### src/rtl/cluster_serializer.sv
// cluster_serializer: captures a sorted set of eight clusters on latch_pulse
// and serializes them two per cycle over four slot cycles (SEND0..SEND3).
// Optional feature: define VALID_COUNT_EN to register the number of valid
// clusters per capture on nvalid; otherwise nvalid is tied to zero.
module cluster_serializer #(
    parameter int MXADRBITS = 11,
    parameter int MXCNTBITS = 3,
    parameter int MXFRMBITS = 12
) (
    input  logic                           clock4x,
    input  logic                           reset,
    input  logic                           latch_pulse,
    input  logic [MXADRBITS-1:0]           adr0,
    input  logic [MXADRBITS-1:0]           adr1,
    input  logic [MXADRBITS-1:0]           adr2,
    input  logic [MXADRBITS-1:0]           adr3,
    input  logic [MXADRBITS-1:0]           adr4,
    input  logic [MXADRBITS-1:0]           adr5,
    input  logic [MXADRBITS-1:0]           adr6,
    input  logic [MXADRBITS-1:0]           adr7,
    input  logic [MXCNTBITS-1:0]           cnt0,
    input  logic [MXCNTBITS-1:0]           cnt1,
    input  logic [MXCNTBITS-1:0]           cnt2,
    input  logic [MXCNTBITS-1:0]           cnt3,
    input  logic [MXCNTBITS-1:0]           cnt4,
    input  logic [MXCNTBITS-1:0]           cnt5,
    input  logic [MXCNTBITS-1:0]           cnt6,
    input  logic [MXCNTBITS-1:0]           cnt7,
    output logic [MXADRBITS+MXCNTBITS-1:0] word0,
    output logic [MXADRBITS+MXCNTBITS-1:0] word1,
    output logic                           vld0,
    output logic                           vld1,
    output logic                           frame_start,
    output logic                           busy,
    output logic [MXFRMBITS-1:0]           frame_count,
    output logic                           collision,
    output logic [3:0]                     nvalid
);

    // All-ones address marks an empty cluster slot.
    localparam logic [MXADRBITS-1:0] ADR_INVALID = {MXADRBITS{1'b1}};

    typedef enum logic [2:0] {
        IDLE  = 3'd0,
        SEND0 = 3'd1,
        SEND1 = 3'd2,
        SEND2 = 3'd3,
        SEND3 = 3'd4
    } state_t;

    state_t                 state_q;
    state_t                 state_d;
    logic [MXADRBITS-1:0]   in_adr_s [8];
    logic [MXCNTBITS-1:0]   in_cnt_s [8];
    logic [MXADRBITS-1:0]   adr_q    [8];
    logic [MXCNTBITS-1:0]   cnt_q    [8];
    logic [MXFRMBITS-1:0]   frame_count_q;
    logic                   collision_q;
    logic                   abort_s;
    logic                   active_s;
    logic [1:0]             slot_s;
    logic [2:0]             lo_idx_s;
    logic [2:0]             hi_idx_s;

    assign in_adr_s[0] = adr0;
    assign in_adr_s[1] = adr1;
    assign in_adr_s[2] = adr2;
    assign in_adr_s[3] = adr3;
    assign in_adr_s[4] = adr4;
    assign in_adr_s[5] = adr5;
    assign in_adr_s[6] = adr6;
    assign in_adr_s[7] = adr7;
    assign in_cnt_s[0] = cnt0;
    assign in_cnt_s[1] = cnt1;
    assign in_cnt_s[2] = cnt2;
    assign in_cnt_s[3] = cnt3;
    assign in_cnt_s[4] = cnt4;
    assign in_cnt_s[5] = cnt5;
    assign in_cnt_s[6] = cnt6;
    assign in_cnt_s[7] = cnt7;

    // A capture before the last slot cycle abandons a frame in flight.
    assign abort_s = latch_pulse &&
                     ((state_q == SEND0) || (state_q == SEND1) || (state_q == SEND2));

    // State register.
    always_ff @(posedge clock4x or posedge reset) begin
        if (reset) begin
            state_q <= IDLE;
        end else begin
            state_q <= state_d;
        end
    end

    // Next state: a capture always restarts at SEND0, otherwise walk the slots.
    always_comb begin
        state_d = state_q;
        if (latch_pulse) begin
            state_d = SEND0;
        end else begin
            case (state_q)
                IDLE:    state_d = IDLE;
                SEND0:   state_d = SEND1;
                SEND1:   state_d = SEND2;
                SEND2:   state_d = SEND3;
                SEND3:   state_d = IDLE;
                default: state_d = IDLE;
            endcase
        end
    end

    // Cluster buffer: load all eight pairs on capture, else hold.
    always_ff @(posedge clock4x or posedge reset) begin
        if (reset) begin
            for (int i = 0; i < 8; i++) begin
                adr_q[i] <= ADR_INVALID;
                cnt_q[i] <= {MXCNTBITS{1'b0}};
            end
        end else if (latch_pulse) begin
            for (int i = 0; i < 8; i++) begin
                adr_q[i] <= in_adr_s[i];
                cnt_q[i] <= in_cnt_s[i];
            end
        end
    end

    // Capture counter (wraps) and sticky abort flag.
    always_ff @(posedge clock4x or posedge reset) begin
        if (reset) begin
            frame_count_q <= {MXFRMBITS{1'b0}};
            collision_q   <= 1'b0;
        end else begin
            if (latch_pulse) begin
                frame_count_q <= frame_count_q + {{(MXFRMBITS-1){1'b0}}, 1'b1};
            end
            if (abort_s) begin
                collision_q <= 1'b1;
            end
        end
    end

    // Slot decode: which cluster pair the current state presents.
    always_comb begin
        active_s = 1'b0;
        slot_s   = 2'd0;
        case (state_q)
            SEND0:   begin active_s = 1'b1; slot_s = 2'd0; end
            SEND1:   begin active_s = 1'b1; slot_s = 2'd1; end
            SEND2:   begin active_s = 1'b1; slot_s = 2'd2; end
            SEND3:   begin active_s = 1'b1; slot_s = 2'd3; end
            default: begin active_s = 1'b0; slot_s = 2'd0; end
        endcase
    end

    assign lo_idx_s = {slot_s, 1'b0};
    assign hi_idx_s = {slot_s, 1'b1};

    // Word/valid outputs decode straight from the buffer; idle shows an empty pair.
    always_comb begin
        if (active_s) begin
            word0 = {cnt_q[lo_idx_s], adr_q[lo_idx_s]};
            word1 = {cnt_q[hi_idx_s], adr_q[hi_idx_s]};
            vld0  = (adr_q[lo_idx_s] != ADR_INVALID);
            vld1  = (adr_q[hi_idx_s] != ADR_INVALID);
        end else begin
            word0 = {{MXCNTBITS{1'b0}}, ADR_INVALID};
            word1 = {{MXCNTBITS{1'b0}}, ADR_INVALID};
            vld0  = 1'b0;
            vld1  = 1'b0;
        end
    end

    assign busy        = active_s;
    assign frame_start = (state_q == SEND0);
    assign frame_count = frame_count_q;
    assign collision   = collision_q;

`ifdef VALID_COUNT_EN
    logic [3:0] in_nvalid_s;
    logic [3:0] nvalid_q;

    // Population count of valid addresses on the capture inputs.
    always_comb begin
        in_nvalid_s = 4'd0;
        for (int i = 0; i < 8; i++) begin
            in_nvalid_s = in_nvalid_s + {3'd0, (in_adr_s[i] != ADR_INVALID)};
        end
    end

    // Hold the valid count of the most recent capture.
    always_ff @(posedge clock4x or posedge reset) begin
        if (reset) begin
            nvalid_q <= 4'd0;
        end else if (latch_pulse) begin
            nvalid_q <= in_nvalid_s;
        end
    end

    assign nvalid = nvalid_q;
`else
    assign nvalid = 4'd0;
`endif

endmodule

### config.mk
export PLATFORM = sky130hd
export DESIGN_NAME = cluster_serializer
export DESIGN_NICKNAME = d
export VERILOG_FILES = /design/src/rtl/cluster_serializer.sv
export SDC_FILE = /design/constraint.sdc
export NUM_CORES = 1
export LEC_CHECK = 0
export CORE_ASPECT_RATIO = 0.75
export CORE_MARGIN = 4
export CORE_UTILIZATION = 38
export DETAILED_ROUTE_END_ITERATION = 12
export DONT_BUFFER_PORTS = 1
export GPL_ROUTABILITY_DRIVEN = 0
export HOLD_SLACK_MARGIN = 0.06
export SYNTH_ARGS = -nofsm -noshare
export SYNTH_HDL_FRONTEND = slang
export SYNTH_SLANG_ARGS = --single-unit
### constraint.sdc
create_clock -name clock4x -period 5.1 [get_ports clock4x]
set_input_delay 1.02 -clock clock4x [delete_from_list [all_inputs] [get_ports clock4x]]
set_output_delay 1.02 -clock clock4x [all_outputs]
set_load 0.1 [all_outputs]
==> results of run 1 <==
power by group through the flow:
stage	registers, mW	logic [mW]	clock network, mW
floorplan	1.44	0.848	0
global placement	1.48	1.00	0
detailed placement	1.49	1.01	0
CTS	1.47	1.02	1.21
global route	1.49	1.07	1.27
finish	1.47	1.01	1.19
routing by layer:
| metal | track usage, % | up-vias | wire [µm] |
|---|---|---|---|
| met1 | 24.9 | 2150 | 7600 |
| met2 | 26.4 | 169 | 7620 |
| met4 | 5.41 | 18 | 117 |
| met5 | 0 | - | 130 |
| met3 | 10.1 | 26 | 1780 |
| li1 | - | 1900 | - |
layout by cell type (no fill, tap or decap), types with 5 or more instances in the layout:
master / count
nand3b_1: 8
buf_4: 31
a21oi_1: 14
mux2i_1: 6
xnor2_1: 11
clkbuf_16: 17
a211oi_1: 5
dfstp_2: 88
a22oi_1: 10
nand2_1: 40
nand3_1: 17
o22ai_2: 6
mux2_2: 106
inv_1: 8
a22o_1: 11
o21ai_0: 23
nor2_1: 12
dfrtp_1: 38
nor2b_1: 6
cell families (layout without fill, tap and decap cells):
group / after synthesis / count (layout)
flops: 128 / 128
other cells: 1 / 8
fa+ha+maj: 1 / 1
simple gates: 113 / 113
xor+xnor: 14 / 14
mux: 112 / 112
compound gates: 96 / 96
buf+inv: 53 / 74
registers in the layout, indices dropped and copies added (netlist names):
register / flops
adr_q: 88
cnt_q: 24
collision: 1
frame_count: 12
state_q: 3
cell type report:
cell class,count,area [µm²]
repair buffers,32,260
flip-flops and latches,128,3320
clock inverters,13,140
well taps,210,263
clock buffers,19,443
fillers,1438,8820
inverters,10,40.0
multi-input cells,340,2720
diodes,4,10.0
worst min-delay path, stage by stage (launching register included):
cell and delay, ps:
dfstp_2 360, inv_1 60, o21ai_0 70
metrics by stage:
step	utilization, %	setup slack, ps
2_1_floorplan	-	813
3_3_place_gp	41.2	1150
3_5_place_dp	41.2	1090
4_1_cts	44.8	607
5_1_grt	44.9	476
6_report	44.9	623
path summary, 6_finish.rpt:
path / startpoint / to / slack, ps / depth (start not counted)
max in group asynchronous: reset / state_q[1] / 3190 / 2
max: state_q[2] / vld0 / 620 / 6
min in group asynchronous: reset / cnt_q[18] / 670 / 1
min reg2reg: adr_q[35] / adr_q[35] / 490 / 2
min: adr_q[35] / adr_q[35] / 490 / 2
max reg2reg: frame_count[3] / frame_count[11] / 2880 / 5
==> impl_metrics.py, run 1 <==
metrics = {
    "clock_tree": {
        "clk_pin_slew_ps": 60,
        "cts_hold_buf": 0,
        "htreeDepth": 4,
        "cts_resized": 0,
        "numCtsBuffers": 17,
        "clk_path_buf_depth": 2,
        "cts_tree": "done",
        "clock_sinks": 128,
        "cts_setup_buffers": 0,
        "clock-root-buffer": "clkbuf_16",
        "clk_latency_ps": 420,
    },
    "place": {
        "portBuffers": 0,
        "place_area_um2": 6600,
        "dp.final_hpwl_mm": 12.1,
        "placed_cells": 720,
    },
    "worst_setup_path": {
        "cp_top_family": "simple AND/OR/NAND/NOR gates",
        "worst-path-max-fanout": 21,
        "end_kind": "primary output",
        "path_cells": "and2b_1, a22o_1, a21oi_1, nor4_1, a41oi_2, buf_4",
        "cpPeakStageDelay_ps": 890,
        "crit_type": "reg -> out",
        "slowest_stage": "and2b_1",
        "worst-path-buf-inv": 1,
        "required_ps": 4080,
        "startpoint_type": "register",
        "cp_data_arrival_time_ps": 3460,
    },
    "sta": {
        "setup_viol_count_final": 0,
        "drv_slew": 0,
        "rsz0062_at_grt": "false",
        "finalCritPeriodShare_pct": 87.8,
        "max_freq_ghz": 0.223,
        "hold_viol": 0,
        "maxSlewHeadroom_pct": 26.3,
        "worstMarginPinSlew_ps": 1100,
        "skew_ps": 12.3,
        "setup_tns_ps": 0,
        "fin_crit_ps": 4480,
        "holdWs_ps": 493,
    },
    "synth": {
        "synth_top_family_by_area": "multiplexers",
        "synth.area.top_cells": "dfstp_2, mux2_2, dfrtp_1, nand2_1, o21ai_0",
        "ys_seq_elements": 128,
        "muxShareOfSynthArea_pct": 20.2,
        "synth_fa_ha_area_share_pct": 0.202,
        "syn_area_um2": 6200,
        "netlist_instances": 518,
        "synth_top_area_share_pct": 37.3,
        "synth_ff_type": "dfstp_2",
        "yosys.area_share.simple_pct": 9.49,
        "syn_area_per_cell_um2": 12.0,
        "synth_commonest_cells": "mux2_2, dfstp_2, dfrtp_1, nand2_1, o21ai_0",
        "synth_xor_xnor_area_share_pct": 1.98,
        "yosys_warnings": 0,
        "synth_cell_types": 54,
        "yosysTopAreaCell": "dfstp_2",
        "ys_seq_area_share_pct": 53.5,
        "synth_compound_area_share_pct": 10.6,
        "synth_edf_count": 0,
        "synthMostInstantiatedCell": "mux2_2",
        "synth-async-reset-ratio_pct": 100,
    },
    "cells_and_area": {
        "drive_gt1_share_pct": 50.9,
        "syn2layout_area_growth_pct": 16.1,
        "final_nets": 645,
        "final_cell_area_um2": 7190,
        "fin_cells": 756,
    },
    "grt": {
        "grt_util_all_layers_pct": 18.7,
        "grt_max_degree": 132,
        "grt_pass1_wl_mm": 26.3,
        "antenna_found_initial": 13,
        "grt_pass1_vias": 4439,
        "grt_overflow": 0,
    },
    "run_status": {
        "outcome": "finished, final reports clean",
    },
    "die": {
        "core_area_um2": 16000,
        "dieWidth_um": 155,
        "start_util_pct": 38.7,
        "row_count": 40,
        "pin_count": 164,
        "die_area_um2": 18400,
        "die_h_um": 119,
    },
    "power": {
        "p_leak_nw": 2.79,
        "swShare_pct": 40.4,
        "powerDensity_nw_per_um2": 511,
        "p_comb_share_pct": 27.6,
        "switchingPower_mw": 1.48,
        "clock_power_share_pct": 32.3,
        "p_int_mw": 2.19,
        "power_mw": 3.67,
        "ir_drop_uv": 227,
        "seqPwrFrac_pct": 40.1,
    },
    "route": {
        "dr.pass1.iters": 5,
        "drtIter0Drc": 306,
        "vias": 4263,
        "wl_per_cell_um": 22.8,
        "viasPerCell": 5.64,
        "ant_nets": 0,
        "routed_wl_mm": 17.3,
        "drc": 0,
    },
    "worst_hold_path": {
        "min_path_type": "reg -> reg",
    },
    "flow_run": {
        "drv_cap": 0,
    },
}
Note: power is estimated with default switching activity, not from simulation.
==> run 2: changes to the inputs <==
Settings changed: CORE_UTILIZATION 38 to 50, SLEW_MARGIN set to 40.
==> run 2 against run 1 <==
Net effect:
- clock skew decreased by 8.3 ps
- total power increased by 0.95%
- register-to-register slack improved by 370 ps
- non-clock buffer count increased by 3
- clock power about the same
- largest cell class unchanged
- highest routed layer unchanged
==> impl_metrics.py, run 2 (synthesized netlist as in run 1, its figures left out) <==
metrics = {
    "cells_and_area": {
        "syn2layout_area_growth_pct": 16.3,
        "drive_gt1_share_pct": 53.6,
        "final_nets": 648,
        "largest_reg_flops": 88,
        "final_cell_mix": "mux2_2, dfstp_2, nand2_1, buf_4, dfrtp_1",
        "post-route-util_pct": 60.7,
        "fin_cells": 709,
        "layout_commonest_cell": "mux2_2",
        "top_register": "adr_q",
    },
    "sta": {
        "fin_crit_ps": 4410,
        "worstMarginPinSlew_ps": 764,
        "holdWs_ps": 426,
        "finalCritPeriodShare_pct": 86.5,
        "hold_viol": 0,
        "setup_viol_count_final": 0,
        "drv_slew": 0,
        "max_freq_ghz": 0.227,
        "skew_ps": 3.95,
        "maxSlewHeadroom_pct": 49.0,
        "setup_tns_ps": 0,
        "rsz0062_at_grt": "false",
    },
    "grt": {
        "antenna_found_initial": 2,
        "grt_pass1_wl_mm": 24.3,
        "grt_util_all_layers_pct": 22.3,
        "grt_pass1_vias": 4289,
        "grt_max_degree": 132,
        "grt_overflow": 0,
    },
    "power": {
        "p_leak_nw": 2.80,
        "powerDensity_nw_per_um2": 515,
        "ir_drop_uv": 294,
    },
    "worst_setup_path": {
        "worst-path-max-fanout": 23,
        "cp_data_arrival_time_ps": 3390,
        "end_kind": "primary output",
        "crit_type": "reg -> out",
        "startpoint_type": "register",
        "required_ps": 4080,
    },
    "route": {
        "dr.pass1.iters": 5,
        "viasPerCell": 5.84,
        "wl_per_cell_um": 22.0,
        "drc": 0,
        "vias": 4141,
        "routed_wl_mm": 15.6,
        "ant_nets": 0,
        "drtIter0Drc": 278,
    },
    "flow_run": {
        "drv_cap": 0,
    },
    "place": {
        "dp.final_hpwl_mm": 10.8,
        "portBuffers": 0,
        "placed_cells": 674,
    },
    "clock_tree": {
        "cts_hold_buf": 0,
        "htreeDepth": 4,
        "numCtsBuffers": 17,
        "clock_sinks": 128,
        "clk_pin_slew_ps": 60,
        "cts_resized": 0,
        "clock-root-buffer": "clkbuf_16",
        "clk_path_buf_depth": 2,
        "cts_setup_buffers": 0,
        "clk_latency_ps": 400,
        "cts_tree": "done",
    },
    "die": {
        "die_area_um2": 14300,
        "core_area_um2": 11900,
        "row_count": 34,
        "dieWidth_um": 137,
        "pin_count": 164,
        "die_h_um": 104,
        "start_util_pct": 52.2,
    },
    "run_status": {
        "outcome": "finished, final reports clean",
    },
    "worst_hold_path": {
        "min_path_type": "in -> async",
    },
}
-- run 2: cell types whose count changed in the layout (fill, tap and decap cells not counted), sizes merged --
cell	previous run	this run
buf	32	35
clkinv	7	4
clkbuf	19	21
diode	4	2
bufinv	2	3
-- run 2: where the power goes --
part	leakage, nW	total (mW)	switching (mW)	internal [mW]
clock network	0.279	1.21	0.435	0.778
logic	1.14	1.02	0.733	0.285
registers	1.39	1.48	0.290	1.19
-- run 2: worst paths after layout --
| check | endpoint | slack [ps] | cells after the start | startpoint |
|---|---|---|---|---|
| min in group clock4x | adr_q[85] | 490 | 2 | adr_q[85] |
| max in group asynchronous | state_q[1] | 3690 | 2 | reset |
| worst min-delay path | cnt_q[8] | 430 | 1 | reset |
| worst max register to register | frame_count[11] | 3250 | 5 | frame_count[2] |
| worst min register to register | adr_q[85] | 490 | 2 | adr_q[85] |
| worst max-delay path | vld1 | 690 | 8 | state_q[1] |
-- run 2: final cells by class --
type / instances / area, µm²
antenna: 2 / 5.00
clock buffer: 21 / 450
clock inverter: 11 / 140
fill: 943 / 4660
inverter: 10 / 40.0
multi-input combinational: 340 / 2740
sequential: 128 / 3330
tap: 162 / 203
timing repair buffer: 35 / 295
-- run 2: worst max-delay path, stage by stage (launching register included) --
cell and delay [ps]:
dfrtp_2 600, nor2b_4 640, buf_4 320, a32o_1 190, a211oi_1 60, or4_1 600, nor4_2 190, a31oi_2 120
buf_4 270
-- run 2: metal layers --
metal | share of wire, % | vias up | wire length [µm] | track usage, %
met4 | 1.0 | 4 | 163 | 5.47
met1 | 45 | 2083 | 7080 | 31.2
met2 | 46 | 132 | 7190 | 32.4
met3 | 7.4 | 17 | 1160 | 8.66
met5 | 0.17 | - | 27 | 0
li1 | - | 1905 | - | -
-- run 2: metrics by stage --
| step | total power [mW] | area, µm² | setup slack [ps] |
|---|---|---|---|
| after global routing | 3.85 | 7200 | 505 |
| after detailed placement | 2.51 | 6590 | 1140 |
| after floorplan | 2.29 | 6210 | 813 |
| final | 3.71 | 7210 | 686 |
| after global placement | 2.48 | 6550 | 1220 |
| after CTS | 3.73 | 7180 | 691 |
==> run 3: changes to the inputs <==
Settings changed: PLACE_DENSITY set to 0.76.
==> run 3 against run 2 <==
Net effect:
- utilization shrank 0.20 points
- setup slack improved by 63 ps
- via count rose by 2.8%
- die area is the same
- sequential power about the same
- register-to-register slack worse by 40 ps
- count of clock-buffer cells in the layout is 1 higher
- design area down 0.33%
- non-clock buffer count up 1
==> impl_metrics.py, run 3 (synthesized netlist as in run 1, its figures left out) <==
metrics = {
    "clock_tree": {
        "numCtsBuffers": 17,
        "cts_resized": 0,
        "clock_sinks": 128,
        "clk_path_buf_depth": 2,
        "htreeDepth": 4,
        "cts_tree": "done",
        "clk_pin_slew_ps": 60,
        "cts_hold_buf": 0,
        "clk_latency_ps": 410,
        "clock-root-buffer": "clkbuf_16",
        "cts_setup_buffers": 0,
    },
    "route": {
        "vias": 4258,
        "drtIter0Drc": 431,
        "dr.pass1.iters": 6,
        "viasPerCell": 6.02,
        "routed_wl_mm": 15.9,
        "ant_nets": 0,
        "drc": 0,
        "wl_per_cell_um": 22.5,
    },
    "power": {
        "p_leak_nw": 2.82,
        "ir_drop_uv": 329,
        "powerDensity_nw_per_um2": 513,
    },
    "cells_and_area": {
        "antennaDiodeCount": 0,
        "largest_reg_flops": 88,
        "drive_gt1_share_pct": 53.8,
        "syn2layout_area_growth_pct": 16.0,
        "final_nets": 649,
        "final_cell_mix": "mux2_2, dfstp_2, nand2_1, buf_4, dfrtp_1",
        "final_cell_area_um2": 7180,
        "n_fill_cell": 936,
        "post-route-util_pct": 60.5,
        "multi_input_area_um2": 2740,
        "regArea_um2": 3330,
        "layout_commonest_cell": "mux2_2",
        "top_register": "adr_q",
        "fin_cells": 707,
    },
    "die": {
        "row_count": 34,
        "dieWidth_um": 137,
        "start_util_pct": 52.2,
        "die_h_um": 104,
        "core_area_um2": 11900,
        "die_area_um2": 14300,
        "pin_count": 164,
    },
    "worst_setup_path": {
        "crit_type": "reg -> out",
        "required_ps": 4080,
        "end_kind": "primary output",
        "worst-path-max-fanout": 22,
        "startpoint_type": "register",
        "cp_data_arrival_time_ps": 3330,
    },
    "run_status": {
        "outcome": "finished, final reports clean",
    },
    "place": {
        "placed_cells": 676,
        "portBuffers": 0,
        "place_area_um2": 6590,
        "dp.final_hpwl_mm": 11.3,
    },
    "sta": {
        "fin_crit_ps": 4350,
        "rsz0062_at_grt": "false",
        "skew_ps": 2.69,
        "finalCritPeriodShare_pct": 85.3,
        "maxSlewHeadroom_pct": 48.2,
        "setup_tns_ps": 0,
        "worstMarginPinSlew_ps": 776,
        "hold_viol": 0,
        "holdWs_ps": 490,
        "drv_slew": 0,
        "max_freq_ghz": 0.230,
        "setup_viol_count_final": 0,
    },
    "grt": {
        "grtUsageMet3_pct": 8.17,
        "grt_overflow": 0,
        "grt_pass1_wl_mm": 24.9,
        "grt_max_degree": 132,
        "grt_pass1_vias": 4326,
        "antenna_found_initial": 2,
        "grtUsageMet1_pct": 30.1,
        "grt.busiest_layer": "met2",
        "grt_util_all_layers_pct": 22.8,
        "grt_util_met2_pct": 34.5,
    },
    "worst_hold_path": {
        "min_path_type": "reg -> reg",
    },
    "flow_run": {
        "drv_cap": 0,
    },
}
[run 3: cell type report]
class                           count  share of cell area (%)
Clock buffer                       22                    7.04
Clock inverter                      9                    1.11
Inverter                           10                   0.557
Multi-Input combinational cell    340                    38.1
Sequential cell                   128                    46.4
Tap cell                          162                    2.82
Timing Repair Buffer               36                    4.04
[run 3: path summary, 6_finish.rpt]
kind / endpoint / start / cells after the start / slack, ps
worst max-delay path: vld1 / state_q[1] / 8 / 750
worst min-delay path: adr_q[85] / adr_q[85] / 2 / 490
worst max register to register: frame_count[11] / frame_count[3] / 5 / 3210
worst min register to register: adr_q[85] / adr_q[85] / 2 / 490
max in group asynchronous: state_q[0] / reset / 2 / 3550
min in group asynchronous: cnt_q[0] / reset / 1 / 560
[run 3: report_power, final]
part           switching (mW)  internal, mW  total (mW)
logic                   0.731         0.286        1.02
registers               0.297          1.19        1.49
clock network           0.435         0.745        1.18
[run 3: critical path, stage by stage (launching register included)]
cell,delay [ps]
dfrtp_1,630
nor2b_1,600
buf_4,280
a32o_1,140
a211oi_1,60
or4_1,610
nor4_2,220
a31oi_2,130
buf_4,260
[run 3: metrics by stage]
stage / total power, mW / setup WS, ps
2_1_floorplan: 2.29 / 813
3_3_place_gp: 2.48 / 1360
3_5_place_dp: 2.51 / 1260
4_1_cts: 3.71 / 800
5_1_grt: 3.81 / 590
6_report: 3.68 / 749
[run 3: per-layer routing]
| layer | part of all wire (%) | routed length, µm | vias up |
|---|---|---|---|
| met5 | 0.17 | 27 | - |
| met4 | 1.9 | 300 | 4 |
| met3 | 10 | 1600 | 27 |
| met2 | 47 | 7530 | 193 |
| met1 | 41 | 6460 | 2131 |
| li1 | - | - | 1903 |
